$ cat config.mk
export PLATFORM = sky130hd
export DESIGN_NAME = dcache_flush_unit
export DESIGN_NICKNAME = d
export VERILOG_FILES = /design/src/rtl/dcache_flush_unit.sv
export SDC_FILE = /design/constraint.sdc
export NUM_CORES = 1
export LEC_CHECK = 0
export CAP_MARGIN = 40
export CORE_UTILIZATION = 53
export CTS_CLUSTER_DIAMETER = 50
export DETAILED_ROUTE_END_ITERATION = 10
export GPL_TIMING_DRIVEN = 0
export PLACE_DENSITY = 0.95
export RECOVER_POWER = 50
export SLEW_MARGIN = 0
export SYNTH_ARGS = -nofsm -noshare
export SYNTH_HDL_FRONTEND = slang
export SYNTH_SLANG_ARGS = --single-unit
$ cat constraint.sdc
create_clock -name clk_i -period 4.4 [get_ports clk_i]
set_input_delay 0.66 -clock clk_i [delete_from_list [all_inputs] [get_ports clk_i]]
set_output_delay 0.66 -clock clk_i [all_outputs]
set_load 0.01 [all_outputs]
$ cat src/rtl/dcache_flush_unit.sv
`default_nettype none
// ============================================================================
// Module      : dcache_flush_unit
// Description : Dcache-side responder to the pipeline flush controller.
//               Initialises the tag array after reset, walks every set on a
//               flush request writing back valid+dirty ways and invalidating
//               each set, then pulses flush_ack_o. Reports busy / front-end
//               gating to the controller.
// Revision    : 1.0 - initial release
// ============================================================================
module dcache_flush_unit #(
  parameter int NUM_SETS = 256,
  parameter int NUM_WAYS = 8,
  parameter int TAG_W    = 44,
  parameter int OFFSET_W = 4,
  localparam int IDX_W   = $clog2(NUM_SETS),
  localparam int WAY_W   = $clog2(NUM_WAYS),
  localparam int PLEN    = TAG_W + IDX_W + OFFSET_W
) (
  input  logic                      clk_i,
  input  logic                      rst_ni,
  input  logic                      flush_i,
  output logic                      flush_ack_o,
  input  logic                      stall_i,
  input  logic                      init_ni,
  input  logic                      miss_busy_i,
  output logic                      busy_o,
  output logic                      gate_core_o,
  output logic                      tag_req_o,
  output logic                      tag_we_o,
  output logic [IDX_W-1:0]          tag_idx_o,
  input  logic                      tag_gnt_i,
  input  logic [NUM_WAYS-1:0]       tag_rvld_i,
  input  logic [NUM_WAYS-1:0]       tag_rdirty_i,
  input  logic [NUM_WAYS*TAG_W-1:0] tag_rtag_i,
  output logic                      wb_valid_o,
  input  logic                      wb_ready_i,
  output logic [PLEN-1:0]           wb_addr_o,
  output logic [WAY_W-1:0]          wb_way_o
);

  localparam logic [2:0] S_INIT = 3'd0;
  localparam logic [2:0] S_IDLE = 3'd1;
  localparam logic [2:0] S_RD   = 3'd2;
  localparam logic [2:0] S_CHK  = 3'd3;
  localparam logic [2:0] S_WB   = 3'd4;
  localparam logic [2:0] S_INV  = 3'd5;
  localparam logic [2:0] S_ACK  = 3'd6;
  localparam logic [2:0] S_COOL = 3'd7;

  localparam logic [IDX_W-1:0] LAST_IDX = IDX_W'(NUM_SETS - 1);

  logic [2:0]                state_q, state_d;
  logic [IDX_W-1:0]          idx_q, idx_d;
  logic [WAY_W-1:0]          way_q, way_d;
  logic [NUM_WAYS-1:0]       pend_q, pend_d;
  logic [NUM_WAYS*TAG_W-1:0] tags_q, tags_d;
  // Set only for the first clock after reset release, where init_ni decides
  // whether the tag array gets cleared.
  logic                      start_q, start_d;

  logic [NUM_WAYS-1:0]       pend_new;
  logic [NUM_WAYS-1:0]       pend_rem;

  // Priority pick of the lowest set bit: ways are written back in ascending order.
  function automatic logic [WAY_W-1:0] lowest_way(input logic [NUM_WAYS-1:0] v);
    lowest_way = '0;
    for (int w = NUM_WAYS - 1; w >= 0; w--) begin
      if (v[w]) lowest_way = WAY_W'(w);
    end
  endfunction

  // Next-state and datapath update for the init / flush walk.
  always_comb begin
    state_d  = state_q;
    idx_d    = idx_q;
    way_d    = way_q;
    pend_d   = pend_q;
    tags_d   = tags_q;
    start_d  = 1'b0;
    pend_new = tag_rvld_i & tag_rdirty_i;
    pend_rem = pend_q & ~(NUM_WAYS'(1) << way_q);
    case (state_q)
      S_IDLE: begin
        if (start_q && !init_ni) begin
          idx_d   = '0;
          state_d = S_INIT;
        end else if (flush_i) begin
          idx_d   = '0;
          state_d = S_RD;
        end
      end
      S_INIT: begin
        if (tag_gnt_i) begin
          if (idx_q == LAST_IDX) begin
            idx_d   = '0;
            state_d = S_IDLE;
          end else begin
            idx_d = idx_q + 1'b1;
          end
        end
      end
      S_RD: begin
        if (tag_gnt_i) state_d = S_CHK;
      end
      S_CHK: begin
        // Read data arrives in this cycle; capture it for the writeback phase.
        tags_d = tag_rtag_i;
        pend_d = pend_new;
        if (pend_new == '0) begin
          state_d = S_INV;
        end else begin
          way_d   = lowest_way(pend_new);
          state_d = S_WB;
        end
      end
      S_WB: begin
        if (wb_ready_i) begin
          pend_d = pend_rem;
          if (pend_rem != '0) begin
            way_d = lowest_way(pend_rem);
          end else begin
            state_d = S_INV;
          end
        end
      end
      S_INV: begin
        if (tag_gnt_i) begin
          if (idx_q == LAST_IDX) begin
            idx_d   = '0;
            state_d = S_ACK;
          end else begin
            idx_d   = idx_q + 1'b1;
            state_d = S_RD;
          end
        end
      end
      S_ACK:   state_d = S_COOL;
      S_COOL:  state_d = S_IDLE;
      default: state_d = S_IDLE;
    endcase
  end

  // State registers; reset aborts any walk in progress.
  always_ff @(posedge clk_i or negedge rst_ni) begin
    if (!rst_ni) begin
      state_q <= S_IDLE;
      idx_q   <= '0;
      way_q   <= '0;
      pend_q  <= '0;
      tags_q  <= '0;
      start_q <= 1'b1;
    end else begin
      state_q <= state_d;
      idx_q   <= idx_d;
      way_q   <= way_d;
      pend_q  <= pend_d;
      tags_q  <= tags_d;
      start_q <= start_d;
    end
  end

  // Request outputs are pure functions of registered state, so they hold
  // steady while a grant or ready is outstanding.
  assign tag_req_o   = (state_q == S_INIT) || (state_q == S_RD) || (state_q == S_INV);
  assign tag_we_o    = (state_q == S_INIT) || (state_q == S_INV);
  assign tag_idx_o   = idx_q;
  assign wb_valid_o  = (state_q == S_WB);
  assign wb_way_o    = way_q;
  assign wb_addr_o   = {tags_q[way_q*TAG_W +: TAG_W], idx_q, {OFFSET_W{1'b0}}};
  assign flush_ack_o = (state_q == S_ACK);
  // Qualified with rst_ni so that every output reads 0 while reset is held.
  assign gate_core_o = rst_ni & (stall_i || (state_q != S_IDLE));
  assign busy_o      = rst_ni & ((state_q != S_IDLE) || miss_busy_i || wb_valid_o);

endmodule
`default_nettype wire
== Word level (Yosys, flattened, before mapping) ==
Index checks and enable logic that the tools add are counted.

* Flip-flop bits (word level): 375
* Input bits: 376
* Output and inout bits: 73

* Multiplexer cells: 38
* Reduce and logical (&&, ||, !) cells: 18
* Equal/unequal tests: 19
* Bitwise gates (word level): 5
* Shift operators: 2
* Add/sub/neg operators: 1
* $mul: 1

{| class="wikitable"
|+ Operator list
! kind !! number
|-
| $shiftx A352 B10 Y44 || 1
|-
| $mux W3 || 28
|-
| $mux W8 || 5
|-
| $pmux W8 S2 || 2
|-
| $pmux W3 S8 || 1
|-
| $and A8 B8 Y8 || 2
|-
| $eq A3 B3 Y1 const B || 4
|-
| $ne A2 B2 Y1 const B || 6
|-
| $add A8 B1 Y8 const B || 1
|-
| $eq A8 B8 Y1 const B || 1
|-
| $logic_not A8 Y1 || 1
|-
| $not A8 Y8 || 1
|-
| $reduce_bool A8 Y1 || 1
|-
| $shl A1 B3 Y8 const A || 1
|-
| $mul A3 B4 Y7 const B || 1
|-
| $reduce_and A7 Y1 || 1
|-
| $eq A3 B2 Y1 const B || 2
|-
| $logic_or A1 B1 Y1 || 6
|-
| $ne A2 B1 Y1 const B || 3
|-
| $pmux W3 S2 || 1
|-
| $reduce_and A4 Y1 || 1
|-
| $reduce_bool A2 Y1 || 2
|-
| $eq A3 B1 Y1 const B || 1
|-
| $logic_not A3 Y1 || 1
|-
| 9 further kinds || 10
|}

== Logic depth before layout (Yosys ltp) ==
Gate-level depths: netlist of the first run.

* Depth in word-level cells: 14
* Depth in mapped cells: 7

== Worst setup path after synthesis of the first run ==
No wires, ideal clock.

* Path kind: flip-flop to output port
* From: register way_q[0], in the netlist wb_way_o[0]
* To: output port wb_addr_o[24]
* Data arrival time: 1.925 ns
* Slack: 1.815 ns
* Cell stages (with the launch flop): 6
* Buffers on the path: 3
* Path through: dfrtp_1 > buf_2 > buf_2 > buf_4 > mux4_2 > mux2_2

* Cells in the longest elaborated chain, start to end: 2

{| class="wikitable"
|+ Ends and longest elaborated chain
! element !! line !! text
|-
| start, declared || 55 || <nowiki>logic [WAY_W-1:0] way_q, way_d;</nowiki>
|-
| start signal, assigned || 156 || <nowiki>way_q <= way_d;</nowiki>
|-
| $mul A3 B4 Y7 || 170 || <nowiki>assign wb_addr_o = {tags_q[way_q*TAG_W +: TAG_W], idx_q, {OFFSET_W{1'b0}}};</nowiki>
|-
| $shiftx A352 B10 Y44 || 170 ||
|-
| end, declared || 38 || <nowiki>output logic [PLEN-1:0] wb_addr_o,</nowiki>
|}

Every way passes these cells.

== Final worst setup path of the first run ==
* From: register way_q[0], in the netlist wb_way_o[0]
* To: output port wb_addr_o[46]

Same word-level chain as after synthesis.

==> flow_metrics.tcl, run 1 <==
set metrics [dict create \
    final_antenna_net_count 0 \
    crit_type "flip-flop to output port" \
    wl_per_cell_um 22.14 \
    clk_latency_ns 0.53 \
    ioPinCount 449 \
    drc 0 \
    routed_wl_um 62920 \
    rsz0062_at_grt "false" \
    grt_pass1_wl_um 96250 \
    fp.dieH_um 183.3 \
    syn_area_per_cell_um2 9.351 \
    grt-ovfl-total 0 \
    nFillCells 2166 \
    cp-start-kind "flip-flop" \
    clk_pin_slew_worst_paths_ns 0.06 \
    relSlewSlack -0.9453 \
    fin_util 0.7370 \
    tritoncts "yes" \
    placed_cell_area_mm2 0.02252 \
    place_congestion 0.9947 \
    fp-row-count 66 \
    synth_ff_type "dfrtp_1" \
    antenna_found_initial 7 \
    total_power_mw 18.28 \
    yosysSeqAreaShare 0.5391 \
    die_w_um 183.3 \
    grt_pass1_vias 17110 \
    synth_area_leaders "dfrtp_1 (54%), nand2_1 (23%), mux4_2 (11%)" \
    synth_top_area_frac 0.5361 \
    multi_input_area_mm2 0.007451 \
    hold_viol 0 \
    fmax_ghz 0.2449 \
    port_buffers 444 \
    grt_max_degree 131 \
    worstPathMaxFanout 10 \
    ys_ff_latch 375 \
    ff_latch_area_mm2 0.009387 \
    area_growth_pct 37.37 \
    vias_per_cell 5.827 \
    cts_resized 0 \
    ir_worst_vdd_uv 464.8 \
    stdcell_area_mm2 0.02392 \
    first_iter_violations 1580 \
    report.final.slew_viol_count 260 \
    skew_ns 0.01070 \
    cts.sinks 375 \
    initial_utilization 0.5365 \
    die_area_mm2 0.03358 \
    stdcell_count 2842 \
    drt-pass1-iter-count 5 \
    hp-class "primary input to async pin" \
    cap_viol_max_count 2 \
    clockBufferDepth 3 \
    status "finished with violations" \
    met1_length_um 22020 \
    wl_met3_um 6263 \
    synth_top_area_cell "dfrtp_1" \
    fin_crit_ns 4.083 \
    cts_made_buffers 42 \
    cp_data_required_time_ns 3.74 \
    highest_layer "met4" \
    htree_levels 2 \
    layout_worst_path_cycle_share 0.9280 \
    vias 16560 \
    powerDensity_mw_per_mm2 764.3 \
    dr_wl_met2_um 30640 \
    critPathCaptureType "output port" \
    leakagePower_nw 11.44 \
    worst_slew_pin_slew_ns 2.918 \
    dp_hpwl_um 45870 \
    critPathArrivalTime_ns 3.42 \
    violations "max-capacitance violations, max-slew violations" \
    ys_warn_count 0 \
    core_mm2 0.03245 \
    finalSetupTns_ns 0 \
    syn-cell-area_mm2 0.01741 \
    synthCells 1862 \
    setup_viol_count_final 0 \
    track_usage 0.3817 \
    async_flop_share 1.000 \
    ys_types 58 \
    cts-root-buf "clkbuf_16" \
    drive_above_1_share 0.1037 \
    ctsHoldBuffers 0 \
    dp.cells 2757 \
    cts_setup_buffers 0 \
    synth-edff-count 0 \
    fin_nets 2736 \
]
## registers in the layout, summed over array words and instances, names as in the netlist
signal	flops
pend_q	8
start_q	1
state_q	3
tag_idx_o	8
tags_q	352
wb_way_o	3
## power by group
| part | switching [mW] | internal [mW] | leakage [nW] |
|---|---|---|---|
| Sequential | 1.05 | 5.15 | 4.60 |
| Clock | 1.48 | 2.11 | 0.697 |
| Combinational | 4.42 | 4.06 | 6.15 |
| Total | 6.95 | 11.3 | 11.4 |
## synth_stat cells, drive strengths merged (2+ instances only)
cell / count
dfrtp: 373
a221oi: 2
nor3: 6
inv: 9
buf: 40
a222oi: 3
a32o: 2
a22o: 2
and3: 3
nand3: 8
or3b: 3
a211oi: 3
nor2: 11
o21a: 3
mux2: 46
nor2b: 3
nand2: 1084
o21ai: 27
mux4: 88
a21o: 2
a21oi: 14
dfstp: 2
o22ai: 3
or2: 2
or3: 2
nand2b: 3
a31oi: 8
clkbuf: 84
o22a: 3
mux2i: 3
a22oi: 2
## kinds of logic after synthesis
family / synth area share
buf+inv: 0.03385
other cells: 0.0002154
flops: 0.5391
compound gates: 0.03126
simple gates: 0.2494
mux: 0.1455
fa+ha+maj: 0.0007185
## worst paths after layout
kind / from / slack [ns] / cells past startpoint / to
setup reg to reg: state_q[0] / 1.46 / 8 / tags_q[250]
hold / removal: rst_ni / 0.22 / 1 / pend_q[3]
setup / recovery: wb_way_o[0] / 0.32 / 6 / wb_addr_o[46]
min in group clk_i: tags_q[127] / 0.47 / 2 / tags_q[127]
max in group asynchronous: rst_ni / 0.68 / 2 / tags_q[158]
hold reg to reg: tags_q[127] / 0.47 / 2 / tags_q[127]
## critical path, stage by stage (launching register included)
cell	delay, ns
dfrtp_1	0.38
buf_2	0.37
buf_2	0.44
buf_4	0.33
mux4_2	0.58
mux2_2	0.29
clkdlybuf4s50_1	0.48
## per-stage QoR
| stage | hold slack, ns | setup slack (ns) |
|---|---|---|
| finish | 0.2151 | 0.3167 |
| global route | 0.3033 | 0.09973 |
| CTS | 0.2766 | 0.3002 |
| detailed placement | 0.4572 | 0.8676 |
| global placement | 0.4521 | -13.04 |
| floorplan | 0.3644 | 1.815 |
## final cells by class
class / count / share of cell area
tap: 442 / 0.02312
sequential: 375 / 0.3924
multi-input combinational: 1357 / 0.3115
clock buffer: 62 / 0.05393
antenna: 8 / 0.0008370
timing repair buffer: 449 / 0.1879
inverter: 10 / 0.001569
buffer: 124 / 0.02302
clock inverter: 15 / 0.005702
## layer usage
layer / GRT usage / up-vias
met5: 0 / -
met4: 0.2307 / 0
met3: 0.08340 / 269
met2: 0.6287 / 1113
met1: 0.4627 / 8162
li1: - / 7015
## layout by cell type, fill, tap and decap left out, types with 11 or more instances in the layout
cell type	netlist	routed
buf_2	18	19
o21ai_0	21	25
mux4_2	88	88
clkdlybuf4s50_1	0	438
mux2_2	45	45
clkbuf_16	0	45
dfrtp_1	373	373
nor2_1	11	11
clkbuf_1	84	96
buf_4	15	15
nand2_1	1084	1084
a21oi_1	14	14
Power figures use the tool's default switching activity.
==> run 2, diff against run 1 <==
- CTS_BUF_LIST: not set -> sky130_fd_sc_hd__clkbuf_16
==> run 2 against run 1 <==
The run still ends with max-capacitance violations, max-slew violations left. Sequential share of layout area rose by 0.17 points. Clock skew rose by 0.0074 ns. Non-clock buffer count unchanged. Sequential cell count stayed put. Maximum frequency shrank 0.64%. Critical path type unchanged.
==> flow_metrics.tcl, run 2 (synthesized netlist as in run 1, its figures left out) <==
set metrics [dict create \
    stdcell_count 2840 \
    drive_above_1_share 0.09950 \
    largest-register "tags_q" \
    fmax_ghz 0.2433 \
    cp.buffers_inverters 4 \
    pre_cts_slack_ns 0.8676 \
    hold_viol 0 \
    r2r_start "state_q[0]" \
    place_congestion 0.9947 \
    cts_made_buffers 42 \
    ctsHoldBuffers 0 \
    cap_viol_max_count 2 \
    critPathSlowestCell "mux4_2" \
    critPathCaptureType "output port" \
    final_common_cell "nand2_1" \
    fp-row-count 66 \
    worstPathMaxFanout 10 \
    finalSetupTns_ns 0 \
    report.final.slew_viol_count 260 \
    fin_nets 2736 \
    layout_setup_ws_ns 0.2903 \
    violations "max-capacitance violations, max-slew violations" \
    rsz0062_at_grt "false" \
    r2r_cells 8 \
    routed_wl_um 62780 \
    grt_pass1_wl_um 95970 \
    grt-ovfl-total 0 \
    dp_hpwl_um 45870 \
    ioPinCount 449 \
    r2r_end "tags_q[239]" \
    fin_util 0.7338 \
    hp-class "primary input to async pin" \
    path_common_cell "buf_2" \
    grt_max_degree 131 \
    first_iter_violations 1570 \
    cts_resized 0 \
    cts-root-buf "clkbuf_16" \
    final_cell_mix "nand2_1 (1084), clkdlybuf4s50_1 (438), dfrtp_1 (373), clkbuf_1 (89), mux4_2 (88)" \
    worst_slew_pin_slew_ns 2.909 \
    antenna_found_initial 6 \
    powerDensity_mw_per_mm2 758.9 \
    drt-pass1-iter-count 8 \
    crit_type "flip-flop to output port" \
    leakagePower_nw 11.42 \
    initial_utilization 0.5365 \
    total_power_mw 18.07 \
    final_antenna_net_count 0 \
    clk_latency_ns 0.53 \
    critPathArrivalTime_ns 3.45 \
    cp-start-kind "flip-flop" \
    die_w_um 183.3 \
    status "finished with violations" \
    largest_register_ffs 352 \
    cp_top_family "buffers and inverters" \
    ir_worst_vdd_uv 501.0 \
    area_growth_pct 36.76 \
    fp.dieH_um 183.3 \
    skew_ns 0.01814 \
    die_area_mm2 0.03358 \
    cts.sinks 375 \
    max_stage_delay_ns 0.58 \
    layout_worst_path_cycle_share 0.9340 \
    grt_pass1_vias 17040 \
    cts_setup_buffers 0 \
    cp_data_required_time_ns 3.74 \
    fin_crit_ns 4.110 \
    nFillCells 2204 \
    htree_levels 2 \
    track_usage 0.3806 \
    cp_cell_sequence "buf_2, buf_2, buf_4, mux4_2, mux2_2, clkdlybuf4s50_1" \
    relSlewSlack -0.9392 \
    drc 0 \
    clk_pin_slew_worst_paths_ns 0.06 \
    dp.cells 2757 \
    clockBufferDepth 3 \
    ff2ff_setup_slack_ns 1.49 \
    vias 16450 \
    setup_viol_count_final 0 \
    port_buffers 444 \
    core_mm2 0.03245 \
    vias_per_cell 5.792 \
    tritoncts "yes" \
    wl_per_cell_um 22.10 \
]
-- run 2: cell type report --
type                    count  area (um2)  share of cell area
clock inverters            32       200.2            0.008407
well taps                 442       553.0             0.02322
diodes                      6       15.01           0.0006305
flip-flops and latches    375        9387              0.3942
inverters                  10       37.54            0.001576
clock buffers              45        1126             0.04729
repair buffers            449        4493              0.1887
plain buffers             124       550.5             0.02312
multi-input cells        1357        7451              0.3129
-- run 2: per-layer routing --
layer | wire length, um | track usage | vias up | share of wire
li1 | - | - | 7012 | -
met5 | 13 | 0 | - | 0.00021
met3 | 5694 | 0.07585 | 240 | 0.091
met2 | 30750 | 0.6295 | 1103 | 0.49
met1 | 22610 | 0.4684 | 8093 | 0.36
met4 | 3702 | 0.2193 | 2 | 0.059
-- run 2: worst reg2reg max path: cells and delay by family (launching register included) --
family,cells,cell delay [ns]
flip-flops,1,0.58
AND/OR/NAND/NOR,3,0.40
buffers and inverters,5,1.85
-- run 2: worst max-delay path by stage --
| stage | from | endpoint | slack (ns) | cells past startpoint |
|---|---|---|---|---|
| 2_1_floorplan | wb_way_o[0] | wb_addr_o[24] | 1.82 | 5 |
| 3_3_place_gp | rst_ni | tags_q[108] | -13.04 | 1 |
| 3_5_place_dp | wb_way_o[0] | wb_addr_o[46] | 0.87 | 6 |
| 4_1_cts | wb_way_o[0] | wb_addr_o[34] | 0.29 | 6 |
| 5_1_grt | rst_ni | tags_q[115] | 0.12 | 2 |
| 6_report | wb_way_o[0] | wb_addr_o[45] | 0.29 | 6 |
-- run 2: report_power, final --
part           leakage [nW]  switching (mW)  internal (mW)
Combinational          6.15            4.41           4.06
Sequential             4.60            1.05           5.15
Clock                 0.669            1.47           1.92
Total                  11.4            6.93           11.1
-- run 2: through the flow --
step | instance area [um2] | hold WS, ns
final | 23810 | 0.1810
after global routing | 23810 | 0.3086
after CTS | 23840 | 0.2774
after detailed placement | 22520 | 0.4572
after global placement | 22420 | 0.4521
after floorplan | 17430 | 0.3644
==> run 3, diff against run 2 <==
- PLACE_DENSITY: 0.95 -> not set
- PLACE_DENSITY_LB_ADDON: not set -> 0.05
==> run 3 against run 2 <==
The run ends with design-rule violations, max-capacitance violations, max-slew violations left. Cell count rose by 0.35%. Combinational power fell by 1%. Clock skew fell by 0.0081 ns. Clock power rose by 4%. Via count fell by 4.3%. Register-to-register slack improved by 0.02 ns. Sequential power fell by 1%. First-iteration DRC count fell by 20%. Sequential cell count did not move. Cell area rose by 0.48%. Maximum frequency rose by 0.29%. Critical path type unchanged.
==> flow_metrics.tcl, run 3 (synthesized netlist as in run 1, its figures left out) <==
set metrics [dict create \
    status "finished with violations" \
    violations "design-rule violations, max-capacitance violations, max-slew violations" \
    vias 15740 \
    routed_wl_um 59030 \
    worstPathMaxFanout 10 \
    fp-row-count 66 \
    core_mm2 0.03245 \
    drive_above_1_share 0.1021 \
    port_buffers 444 \
    critPathArrivalTime_ns 3.44 \
    area_growth_pct 37.42 \
    crit_type "flip-flop to output port" \
    hold_viol 0 \
    path_common_cell "buf_2" \
    drc 2 \
    cts_made_buffers 43 \
    clockBufferDepth 3 \
    grt_max_degree 121 \
    cp_top_family "buffers and inverters" \
    largest-register "tags_q" \
    cts_setup_buffers 0 \
    max_stage_delay_ns 0.57 \
    powerDensity_mw_per_mm2 753.1 \
    critPathCaptureType "output port" \
    pre_cts_slack_ns 0.8462 \
    ioPinCount 449 \
    cts_resized 0 \
    finalSetupTns_ns 0 \
    cts-root-buf "clkbuf_16" \
    layout_worst_path_cycle_share 0.9313 \
    vias_per_cell 5.524 \
    drt-pass1-iter-count 10 \
    clk_pin_slew_worst_paths_ns 0.06 \
    final_antenna_net_count 0 \
    wl_per_cell_um 20.71 \
    cp_data_required_time_ns 3.74 \
    grt-ovfl-total 0 \
    critPathSlowestCell "mux4_2" \
    fin_crit_ns 4.098 \
    cp.buffers_inverters 4 \
    fp.dieH_um 183.3 \
    cap_viol_max_count 2 \
    grt_pass1_vias 15860 \
    fin_util 0.7373 \
    hp-class "primary input to async pin" \
    rsz0062_at_grt "false" \
    fmax_ghz 0.2440 \
    initial_utilization 0.5365 \
    setup_viol_count_final 0 \
    grt_pass1_wl_um 88520 \
    layout_setup_ws_ns 0.3022 \
    clk_latency_ns 0.53 \
    htree_levels 2 \
    relSlewSlack -0.8020 \
    tritoncts "yes" \
    leakagePower_nw 11.45 \
    largest_register_ffs 352 \
    final_cell_mix "nand2_1 (1084), clkdlybuf4s50_1 (439), dfrtp_1 (373), clkbuf_1 (89), mux4_2 (88)" \
    cts.sinks 375 \
    dp_hpwl_um 43350 \
    worst_slew_pin_slew_ns 2.703 \
    ir_worst_vdd_uv 446.2 \
    skew_ns 0.01002 \
    cp-start-kind "flip-flop" \
    cp_cell_sequence "buf_2, buf_2, buf_4, mux4_2, mux2_2, clkdlybuf4s50_1" \
    report.final.slew_viol_count 205 \
    fin_nets 2738 \
    track_usage 0.3557 \
    die_area_mm2 0.03358 \
    die_w_um 183.3 \
    ctsHoldBuffers 0 \
    place_congestion 0.9037 \
    first_iter_violations 1263 \
    antenna_found_initial 25 \
    final_common_cell "nand2_1" \
]
-- run 3: cell count changes in the layout (fill, tap and decap cells not counted), moves of 2 or more --
cell | before | now
diode_2 | 6 | 18
clkinv_1 | 11 | 6
clkinv_2 | 4 | 8
inv_1 | 15 | 11
buf_2 | 19 | 16
buf_6 | 4 | 2
buf_8 | 1 | 3
bufinv_16 | 1 | 3
clkbuf_2 | 0 | 2
clkinv_4 | 4 | 2
inv_6 | 2 | 4
-- run 3: final timing paths --
kind                             startpoint            end  slack [ns]  depth (start not counted)
worst max-delay path            wb_way_o[0]  wb_addr_o[29]        0.30                          6
worst min-delay path                 rst_ni    tags_q[180]        0.01                          1
worst max register to register   state_q[2]     tags_q[31]        1.51                          7
worst min register to register  tags_q[278]    tags_q[278]        0.47                          2
max in group asynchronous            rst_ni    tags_q[294]        1.38                          2
min in group clk_i              tags_q[278]    tags_q[278]        0.47                          2
-- run 3: area by class of cell --
cell class / instances / area, um2
flip-flops and latches: 375 / 9387
clock inverters: 29 / 250.2
clock buffers: 45 / 1126
multi-input cells: 1357 / 7451
well taps: 442 / 553.0
repair buffers: 450 / 4528
fillers: 2396 / 8527
plain buffers: 124 / 549.3
diodes: 18 / 45.04
inverters: 10 / 37.54
-- run 3: metrics by stage --
| stage | power (mW) | hold WS (ns) | area (um2) | instances |
|---|---|---|---|---|
| 4_1_cts | 17.99 | 0.05313 | 23930 | 2832 |
| 5_1_grt | 19.06 | 0.05336 | 23920 | 2847 |
| 6_report | 18.02 | 0.01273 | 23930 | 2850 |
| 2_1_floorplan | 10.94 | 0.3644 | 17430 | 1866 |
| 3_5_place_dp | 14.40 | 0.4567 | 22550 | 2758 |
| 3_3_place_gp | 14.10 | 0.4522 | 22420 | 2752 |
-- run 3: metal layers --
layer  global-route usage  wire (um)  share of wire  up-vias
li1                     -          -              -     7017
met1               0.4618      22440           0.38     7701
met3              0.09174       6151           0.10      162
met2               0.5641      27850           0.47      854
met5                    0         58        0.00098        -
met4               0.1637       2525          0.043       10
-- run 3: power by group --
part	leakage [nW]	switching, mW	internal, mW
Combinational	6.16	4.30	4.07
Sequential	4.60	0.965	5.15
Clock	0.691	1.49	2.04
Total	11.5	6.75	11.3
